<file path="config.mk">
export PLATFORM = sky130hd
export DESIGN_NAME = opb_gbe_ctr_arbiter
export DESIGN_NICKNAME = d
export VERILOG_FILES = /design/src/rtl/gbe_ctr_arb_pkg.sv /design/src/rtl/opb_addr_decode.sv /design/src/rtl/opb_gbe_ctr_arbiter.sv
export SDC_FILE = /design/constraint.sdc
export NUM_CORES = 1
export LEC_CHECK = 0
export BUFFER_PORTS_ARGS = -buffer_cell sky130_fd_sc_hd__buf_4
export CAP_MARGIN = 5
export CORE_MARGIN = 4
export CORE_UTILIZATION = 39
export DETAILED_ROUTE_END_ITERATION = 7
export HOLD_SLACK_MARGIN = 0.03
export MAX_ROUTING_LAYER = met4
export PLACE_DENSITY = 0.74
export SETUP_SLACK_MARGIN = 0.02
export SKIP_LAST_GASP = 1
export SYNTH_ARGS = -nofsm -noshare
export SYNTH_HDL_FRONTEND = slang
export SYNTH_SLANG_ARGS = --single-unit
</file>
<file path="constraint.sdc">
create_clock -name OPB_Clk -period 3 [get_ports OPB_Clk]
set_clock_uncertainty 0.2 [all_clocks]
set_input_delay 0.15 -clock OPB_Clk [delete_from_list [all_inputs] [get_ports OPB_Clk]]
set_output_delay 0.15 -clock OPB_Clk [all_outputs]
set_load 0.05 [all_outputs]
</file>
<file path="src/rtl/gbe_ctr_arb_pkg.sv">
// Shared types and constants for the gbe counter OPB arbiter.
package gbe_ctr_arb_pkg;

  typedef enum logic [2:0] {
    ST_IDLE,
    ST_REQ,
    ST_WAIT,
    ST_CLRALL,
    ST_ACK,
    ST_HOLD
  } state_e;

  localparam logic [5:0]  CTRL_OFF   = 6'd16;
  localparam logic [5:0]  STATUS_OFF = 6'd17;
  localparam logic [31:0] TOUT_DATA  = 32'hDEADBEEF;

endpackage

</file>
<file path="src/rtl/opb_addr_decode.sv">
// OPB window decode: hit flag and word offset within a 256-byte window.
module opb_addr_decode #(
  parameter logic [31:0] C_BASEADDR = 32'h01088000,
  parameter logic [31:0] C_HIGHADDR = 32'h010880FF
) (
  input  logic        opb_select,
  input  logic [0:31] opb_abus,
  output logic        hit,
  output logic [5:0]  word_off
);

  assign hit      = opb_select && (opb_abus >= C_BASEADDR) && (opb_abus <= C_HIGHADDR);
  assign word_off = opb_abus[24:29];

endmodule

</file>
<file path="src/rtl/opb_gbe_ctr_arbiter.sv">
// Single OPB slave fronting all gbe status counters with a req/ack read handshake.
// Optional timeout STATUS register is enabled by defining CTR_ARB_TOUT_STATUS_EN.
module opb_gbe_ctr_arbiter
  import gbe_ctr_arb_pkg::*;
#(
  parameter logic [31:0] C_BASEADDR  = 32'h01088000,
  parameter logic [31:0] C_HIGHADDR  = 32'h010880FF,
  parameter int          N_CTR       = 4,
  parameter int          ACK_TIMEOUT = 16
) (
  input  logic        OPB_Clk,
  input  logic        OPB_Rst_n,
  input  logic [0:31] OPB_ABus,
  input  logic [0:3]  OPB_BE,
  input  logic [0:31] OPB_DBus,
  input  logic        OPB_RNW,
  input  logic        OPB_select,
  input  logic        OPB_seqAddr,
  output logic [0:31] Sl_DBus,
  output logic        Sl_errAck,
  output logic        Sl_retry,
  output logic        Sl_toutSup,
  output logic        Sl_xferAck,
  output logic        ctr_req,
  output logic [3:0]  ctr_idx,
  input  logic        ctr_ack,
  input  logic [31:0] ctr_data,
  output logic        ctr_clr
);

  localparam logic [5:0] N_CTR_W   = 6'(N_CTR);
  localparam logic [3:0] LAST_IDX  = 4'(N_CTR - 1);
  localparam logic [7:0] TOUT_LAST = 8'(ACK_TIMEOUT - 1);

  logic       hit;
  logic [5:0] word_off;
  logic       is_ctr;
  logic       unused_inputs;

  state_e      state_q, state_d;
  logic [3:0]  idx_q, idx_d;
  logic [31:0] data_q, data_d;
  logic        err_q, err_d;
  logic [7:0]  tout_q, tout_d;
`ifdef CTR_ARB_TOUT_STATUS_EN
  logic [7:0]  tout_cnt_q, tout_cnt_d;
  logic [3:0]  last_tout_idx_q, last_tout_idx_d;
`endif

  opb_addr_decode #(
    .C_BASEADDR(C_BASEADDR),
    .C_HIGHADDR(C_HIGHADDR)
  ) u_decode (
    .opb_select(OPB_select),
    .opb_abus  (OPB_ABus),
    .hit       (hit),
    .word_off  (word_off)
  );

  assign is_ctr        = (word_off < N_CTR_W);
  assign Sl_retry      = 1'b0;
  assign unused_inputs = ^{OPB_BE, OPB_seqAddr, OPB_DBus[0:30]};

  always_comb begin
    state_d    = state_q;
    idx_d      = idx_q;
    data_d     = data_q;
    err_d      = err_q;
    tout_d     = tout_q;
`ifdef CTR_ARB_TOUT_STATUS_EN
    tout_cnt_d      = tout_cnt_q;
    last_tout_idx_d = last_tout_idx_q;
`endif
    ctr_req    = 1'b0;
    ctr_clr    = 1'b0;
    ctr_idx    = 4'd0;
    Sl_xferAck = 1'b0;
    Sl_errAck  = 1'b0;
    Sl_DBus    = '0;
    Sl_toutSup = 1'b0;

    case (state_q)
      ST_IDLE: begin
        err_d  = 1'b0;
        tout_d = '0;
        data_d = '0;
        if (hit) begin
          if (is_ctr) begin
            idx_d = word_off[3:0];
            if (OPB_RNW) begin
              state_d = ST_REQ;
            end else begin
              // Single clear is issued straight from IDLE so the ack follows next cycle
              ctr_clr = 1'b1;
              ctr_idx = word_off[3:0];
              state_d = ST_ACK;
            end
          end else if (word_off == CTRL_OFF && !OPB_RNW && OPB_DBus[31]) begin
            idx_d   = '0;
            state_d = ST_CLRALL;
          end else begin
`ifdef CTR_ARB_TOUT_STATUS_EN
            if (word_off == STATUS_OFF) begin
              if (OPB_RNW) begin
                data_d = {8'h00, tout_cnt_q, 12'h000, last_tout_idx_q};
              end else begin
                tout_cnt_d      = '0;
                last_tout_idx_d = '0;
              end
            end
`endif
            state_d = ST_ACK;
          end
        end
      end
      ST_REQ: begin
        ctr_req    = 1'b1;
        ctr_idx    = idx_q;
        Sl_toutSup = 1'b1;
        state_d    = OPB_select ? ST_WAIT : ST_IDLE;
      end
      ST_WAIT: begin
        Sl_toutSup = 1'b1;
        // Master abort beats everything; a late ack beats the timeout
        if (!OPB_select) begin
          state_d = ST_IDLE;
        end else if (ctr_ack) begin
          data_d  = ctr_data;
          state_d = ST_ACK;
        end else if (tout_q == TOUT_LAST) begin
          data_d  = TOUT_DATA;
          err_d   = 1'b1;
          state_d = ST_ACK;
`ifdef CTR_ARB_TOUT_STATUS_EN
          if (tout_cnt_q != 8'hFF) tout_cnt_d = tout_cnt_q + 8'd1;
          last_tout_idx_d = idx_q;
`endif
        end else begin
          tout_d = tout_q + 8'd1;
        end
      end
      ST_CLRALL: begin
        ctr_clr    = 1'b1;
        ctr_idx    = idx_q;
        Sl_toutSup = 1'b1;
        if (idx_q == LAST_IDX) state_d = ST_ACK;
        else                   idx_d   = idx_q + 4'd1;
      end
      ST_ACK: begin
        Sl_xferAck = 1'b1;
        Sl_errAck  = err_q;
        Sl_DBus    = data_q;
        state_d    = ST_HOLD;
      end
      ST_HOLD: begin
        if (!OPB_select) state_d = ST_IDLE;
      end
      default: state_d = ST_IDLE;
    endcase
  end

  always_ff @(posedge OPB_Clk) begin
    if (!OPB_Rst_n) begin
      state_q <= ST_IDLE;
      idx_q   <= '0;
      data_q  <= '0;
      err_q   <= 1'b0;
      tout_q  <= '0;
`ifdef CTR_ARB_TOUT_STATUS_EN
      tout_cnt_q      <= '0;
      last_tout_idx_q <= '0;
`endif
    end else begin
      state_q <= state_d;
      idx_q   <= idx_d;
      data_q  <= data_d;
      err_q   <= err_d;
      tout_q  <= tout_d;
`ifdef CTR_ARB_TOUT_STATUS_EN
      tout_cnt_q      <= tout_cnt_d;
      last_tout_idx_q <= last_tout_idx_d;
`endif
    end
  end

endmodule

</file>
==> run_summary.xml <==
<?xml version="1.0" encoding="UTF-8"?>
<metrics>
  <group name="worst_setup_path">
    <metric name="critPathRequiredTime" unit="ns">2.65</metric>
    <metric name="path_common_cell" unit="">buf_4</metric>
    <metric name="path_cells" unit="">buf_4 &gt; or3_1 &gt; nor4_2 &gt; nand3b_1 &gt; o21ai_0 &gt; buf_4</metric>
    <metric name="critical_path_peak_fanout" unit="">30</metric>
    <metric name="critPathSlowestCell" unit="">nor4_2</metric>
    <metric name="critPathCaptureType" unit="">output port</metric>
    <metric name="worst_path_largest_cell_delay" unit="ns">0.45</metric>
    <metric name="worst_r2r_path_depth" unit="">8</metric>
    <metric name="path_type_of_the_worst_setup_path" unit="">flip-flop to output port</metric>
    <metric name="arrival" unit="ns">2.27</metric>
    <metric name="worstSetupStartpointType" unit="">flip-flop</metric>
  </group>
  <group name="clock_tree">
    <metric name="clock-sinks" unit="">48</metric>
    <metric name="cts-htree-levels" unit="">2</metric>
    <metric name="cts_resized" unit="">0</metric>
    <metric name="clock_path_buffers" unit="">2</metric>
    <metric name="worstSkewPairLatency" unit="ns">0.29</metric>
    <metric name="number_of_buffers_inserted_during_clock_tree_synthesis" unit="">5</metric>
    <metric name="cts.reportedPaths.clkPinSlew" unit="ns">0.08</metric>
    <metric name="root_cell_of_the_clock_tree" unit="">clkbuf_8</metric>
    <metric name="cts_tree" unit="">built</metric>
  </group>
  <group name="logic_synthesis">
    <metric name="synth.net_count" unit="">422</metric>
    <metric name="ys_ff_latch" unit="">48</metric>
    <metric name="synth_flop_cell" unit="">dfxtp_1</metric>
    <metric name="main_combinational_cell_family_by_area_after_synthesis" unit="">simple AND/OR/NAND/NOR gates</metric>
    <metric name="synth_warnings" unit="">0</metric>
    <metric name="syn-instance-count" unit="">314</metric>
    <metric name="synth.lib_cells_used.distinct" unit="">44</metric>
    <metric name="synth_xor_area_share" unit="%">2.07</metric>
    <metric name="post_synth_fa_ha_maj_area_fraction" unit="%">0.985</metric>
    <metric name="synthArstFlopShare" unit="%">0</metric>
    <metric name="synth_edf_count" unit="">0</metric>
    <metric name="synth_compound_gate_area_share" unit="%">21.1</metric>
    <metric name="avg_cell_area_syn" unit="sq um">8.09</metric>
    <metric name="post-synth-top-area-cell" unit="">dfxtp_1</metric>
    <metric name="synth.top_cell.area_share" unit="%">37.8</metric>
    <metric name="synth.mux.area_fraction" unit="%">0.788</metric>
    <metric name="seq_area_frac_synth" unit="%">37.8</metric>
    <metric name="synthTopCellsByArea" unit="">dfxtp_1 (38%), and3_1 (9.1%), o2bb2ai_1 (8.3%)</metric>
    <metric name="synth_simple_gate_area_share" unit="%">31.9</metric>
    <metric name="mappedNetlistArea" unit="sq um">2540</metric>
  </group>
  <group name="run_status">
    <metric name="outcome" unit="">complete, no violations</metric>
  </group>
  <group name="sta">
    <metric name="share_of_the_clock_period_used_by_the_worst_path" unit="%">87.4</metric>
    <metric name="fin_setup_tns" unit="ns">0</metric>
    <metric name="slew_violations" unit="">0</metric>
    <metric name="final_hold_viol_count" unit="">0</metric>
    <metric name="worst_margin_slew" unit="ns">0.766</metric>
    <metric name="relSlewSlack" unit="%">48.9</metric>
    <metric name="setup_viol" unit="">0</metric>
    <metric name="fmaxAchievable" unit="MHz">381</metric>
    <metric name="post_route_minimum_period" unit="ns">2.62</metric>
    <metric name="hold_ws" unit="ns">0.0626</metric>
    <metric name="timing.final.ws_setup" unit="ns">0.379</metric>
    <metric name="rsz0062_at_grt" unit="">no</metric>
  </group>
  <group name="drt">
    <metric name="drtPass1Iterations" unit="">4</metric>
    <metric name="detail_route.drc_violations" unit="">0</metric>
    <metric name="routed_wire_length_per_instance" unit="um">14.2</metric>
    <metric name="drt-vias-per-instance" unit="">5.22</metric>
    <metric name="routed_wirelength" unit="um">7490</metric>
    <metric name="via_count" unit="">2755</metric>
    <metric name="drt.antenna.violating_nets" unit="">0</metric>
    <metric name="first_iter_violations" unit="">117</metric>
  </group>
  <group name="finish">
    <metric name="mostFrequentLayoutCell" unit="">buf_4</metric>
    <metric name="num-fill-cells" unit="">553</metric>
    <metric name="final_cell_mix" unit="">buf_4 (120), dfxtp_1 (48), nor2_1 (39)</metric>
    <metric name="number_of_antenna_repair_diodes" unit="">0</metric>
    <metric name="layout.cell_area.non_filler" unit="sq um">3850</metric>
    <metric name="fin_nets" unit="">559</metric>
    <metric name="area.growth.synth_to_final" unit="%">51.6</metric>
    <metric name="post_route_cells_drive_above_1_share" unit="%">29.7</metric>
  </group>
  <group name="grt">
    <metric name="grt_pass1_vias" unit="">2697</metric>
    <metric name="groute.usage.overall" unit="%">19.3</metric>
    <metric name="wire_length_of_the_first_global_routing_pass" unit="um">11900</metric>
    <metric name="overflow" unit="">0</metric>
    <metric name="maximum_number_of_pins_on_one_net_before_global_route_repair" unit="">36</metric>
    <metric name="number_of_antenna_violations_at_the_first_check_in_global_routing" unit="">0</metric>
  </group>
  <group name="pwr">
    <metric name="cellLeakagePower" unit="nW">1.75</metric>
    <metric name="power_density" unit="nW/um^2">298</metric>
    <metric name="p_total" unit="mW">1.15</metric>
    <metric name="vdd_ir_drop_max" unit="mV">0.219</metric>
  </group>
  <group name="die">
    <metric name="placeableCoreArea" unit="sq um">6350</metric>
    <metric name="ioPinCount" unit="">148</metric>
    <metric name="floorplan.rows" unit="">29</metric>
    <metric name="floorplan.die_area" unit="sq um">7870</metric>
    <metric name="die_w" unit="um">88.7</metric>
    <metric name="initial_utilization" unit="%">40.0</metric>
    <metric name="chipHeight" unit="um">88.7</metric>
  </group>
  <group name="place">
    <metric name="gpl.final_weighted_congestion" unit="">0.810</metric>
    <metric name="post-dp-hpwl" unit="um">5090</metric>
    <metric name="placement.cell_area" unit="sq um">3400</metric>
    <metric name="pre_cts_ws" unit="ns">0.433</metric>
    <metric name="port_buffers" unit="">108</metric>
  </group>
  <group name="job">
    <metric name="cap_violations" unit="">0</metric>
  </group>
  <group name="worst_hold_path">
    <metric name="timing.hold.worst.class" unit="">primary input to flip-flop</metric>
    <metric name="worst_hold_path.num_cells" unit="">5</metric>
  </group>
</metrics>
==> worst max-delay path: cells and delay by family, from the launching register on <==
| kind | cells | cell delay [ns] |
|---|---|---|
| AO/OA/AOI/OAI | 1 | 0.18 |
| AND/OR/NAND/NOR | 3 | 1.01 |
| flip-flops | 1 | 0.33 |
| buffers and inverters | 2 | 0.45 |
==> cell type report <==
cell class | instances | area (sq um) | area share [%]
clock buffer | 5 | 68.8 | 1.79
clock inverter | 2 | 12.5 | 0.325
inverter | 5 | 18.8 | 0.487
multi-input combinational | 237 | 1450 | 37.7
sequential | 48 | 961 | 24.9
tap | 77 | 96.3 | 2.50
timing repair buffer | 154 | 1240 | 32.2
==> cells by family (layout without fill, tap and decap cells) <==
kind of cell | Yosys count | in the layout
xor+xnor | 6 | 6
compound gates | 72 | 72
fa+ha+maj | 2 | 2
other cells | 1 | 1
buf+inv | 29 | 166
mux | 2 | 2
flops | 48 | 48
simple gates | 154 | 154
==> report_power, final <==
part	total [mW]	internal [mW]	leakage, nW	switching [mW]
clock network	0.368	0.158	0.0400	0.210
logic	0.142	0.0934	1.33	0.0487
registers	0.636	0.636	0.386	0.00000000189
==> state kept, by name, indices dropped and copies added (netlist names) <==
name and cells:
err_q 1, idx_q 4, state_q 3, tout_q 8, data_q 32
==> through the flow <==
stage | instances | util [%]
after global routing | 528 | 60.7
final | 528 | 60.7
after global placement | 483 | 53.6
after detailed placement | 483 | 53.6
after floorplan | 314 | -
after CTS | 524 | 60.2
==> per-layer routing <==
layer	wire length [um]	part of all wire (%)	track usage (%)	vias to the layer above
met5	0	0	-	-
met3	421	5.6	3.54	13
met2	3800	51	32.9	73
met4	140	1.9	6.46	0
met1	3130	42	22.8	1262
li1	-	-	-	1407
==> synthesized netlist by cell type, drive strengths merged (3+ instances only) <==
| library cell | instances |
|---|---|
| nand2b | 3 |
| xnor2 | 6 |
| buf | 5 |
| nor3 | 4 |
| nor2 | 40 |
| and3 | 37 |
| nand2 | 27 |
| a2111oi | 3 |
| nor4b | 4 |
| and2 | 3 |
| inv | 5 |
| o21ai | 16 |
| a21oi | 9 |
| nand3 | 16 |
| clkbuf | 19 |
| o21a | 3 |
| nor4 | 5 |
| dfxtp | 48 |
| o2bb2ai | 24 |
| a21o | 4 |
| nand4 | 5 |
| nand3b | 3 |
| a211oi | 4 |
==> what timing repair did <==
item | in CTS | in global routing
hold buffers | 34 | 0
buffers inserted | 0 | 4
endpoints found under the hold margin | 35 | 0
endpoints found under the setup margin | 0 | 1
==> path summary, 6_finish.rpt <==
| check | startpoint | end | slack (ns) |
|---|---|---|---|
| setup / recovery | state_q[2]$_SDFFE_PN0P_ | ctr_idx[1] | 0.38 |
| hold / removal | OPB_ABus[28] | idx_q[1]$_SDFFE_PN0P_ | 0.06 |
| setup reg to reg | tout_q[0]$_SDFFE_PN0P_ | data_q[8]$_SDFFE_PN0P_ | 0.55 |
| hold reg to reg | data_q[23]$_SDFFE_PN0P_ | data_q[23]$_SDFFE_PN0P_ | 0.26 |
Note: power is estimated with default switching activity, not from simulation.
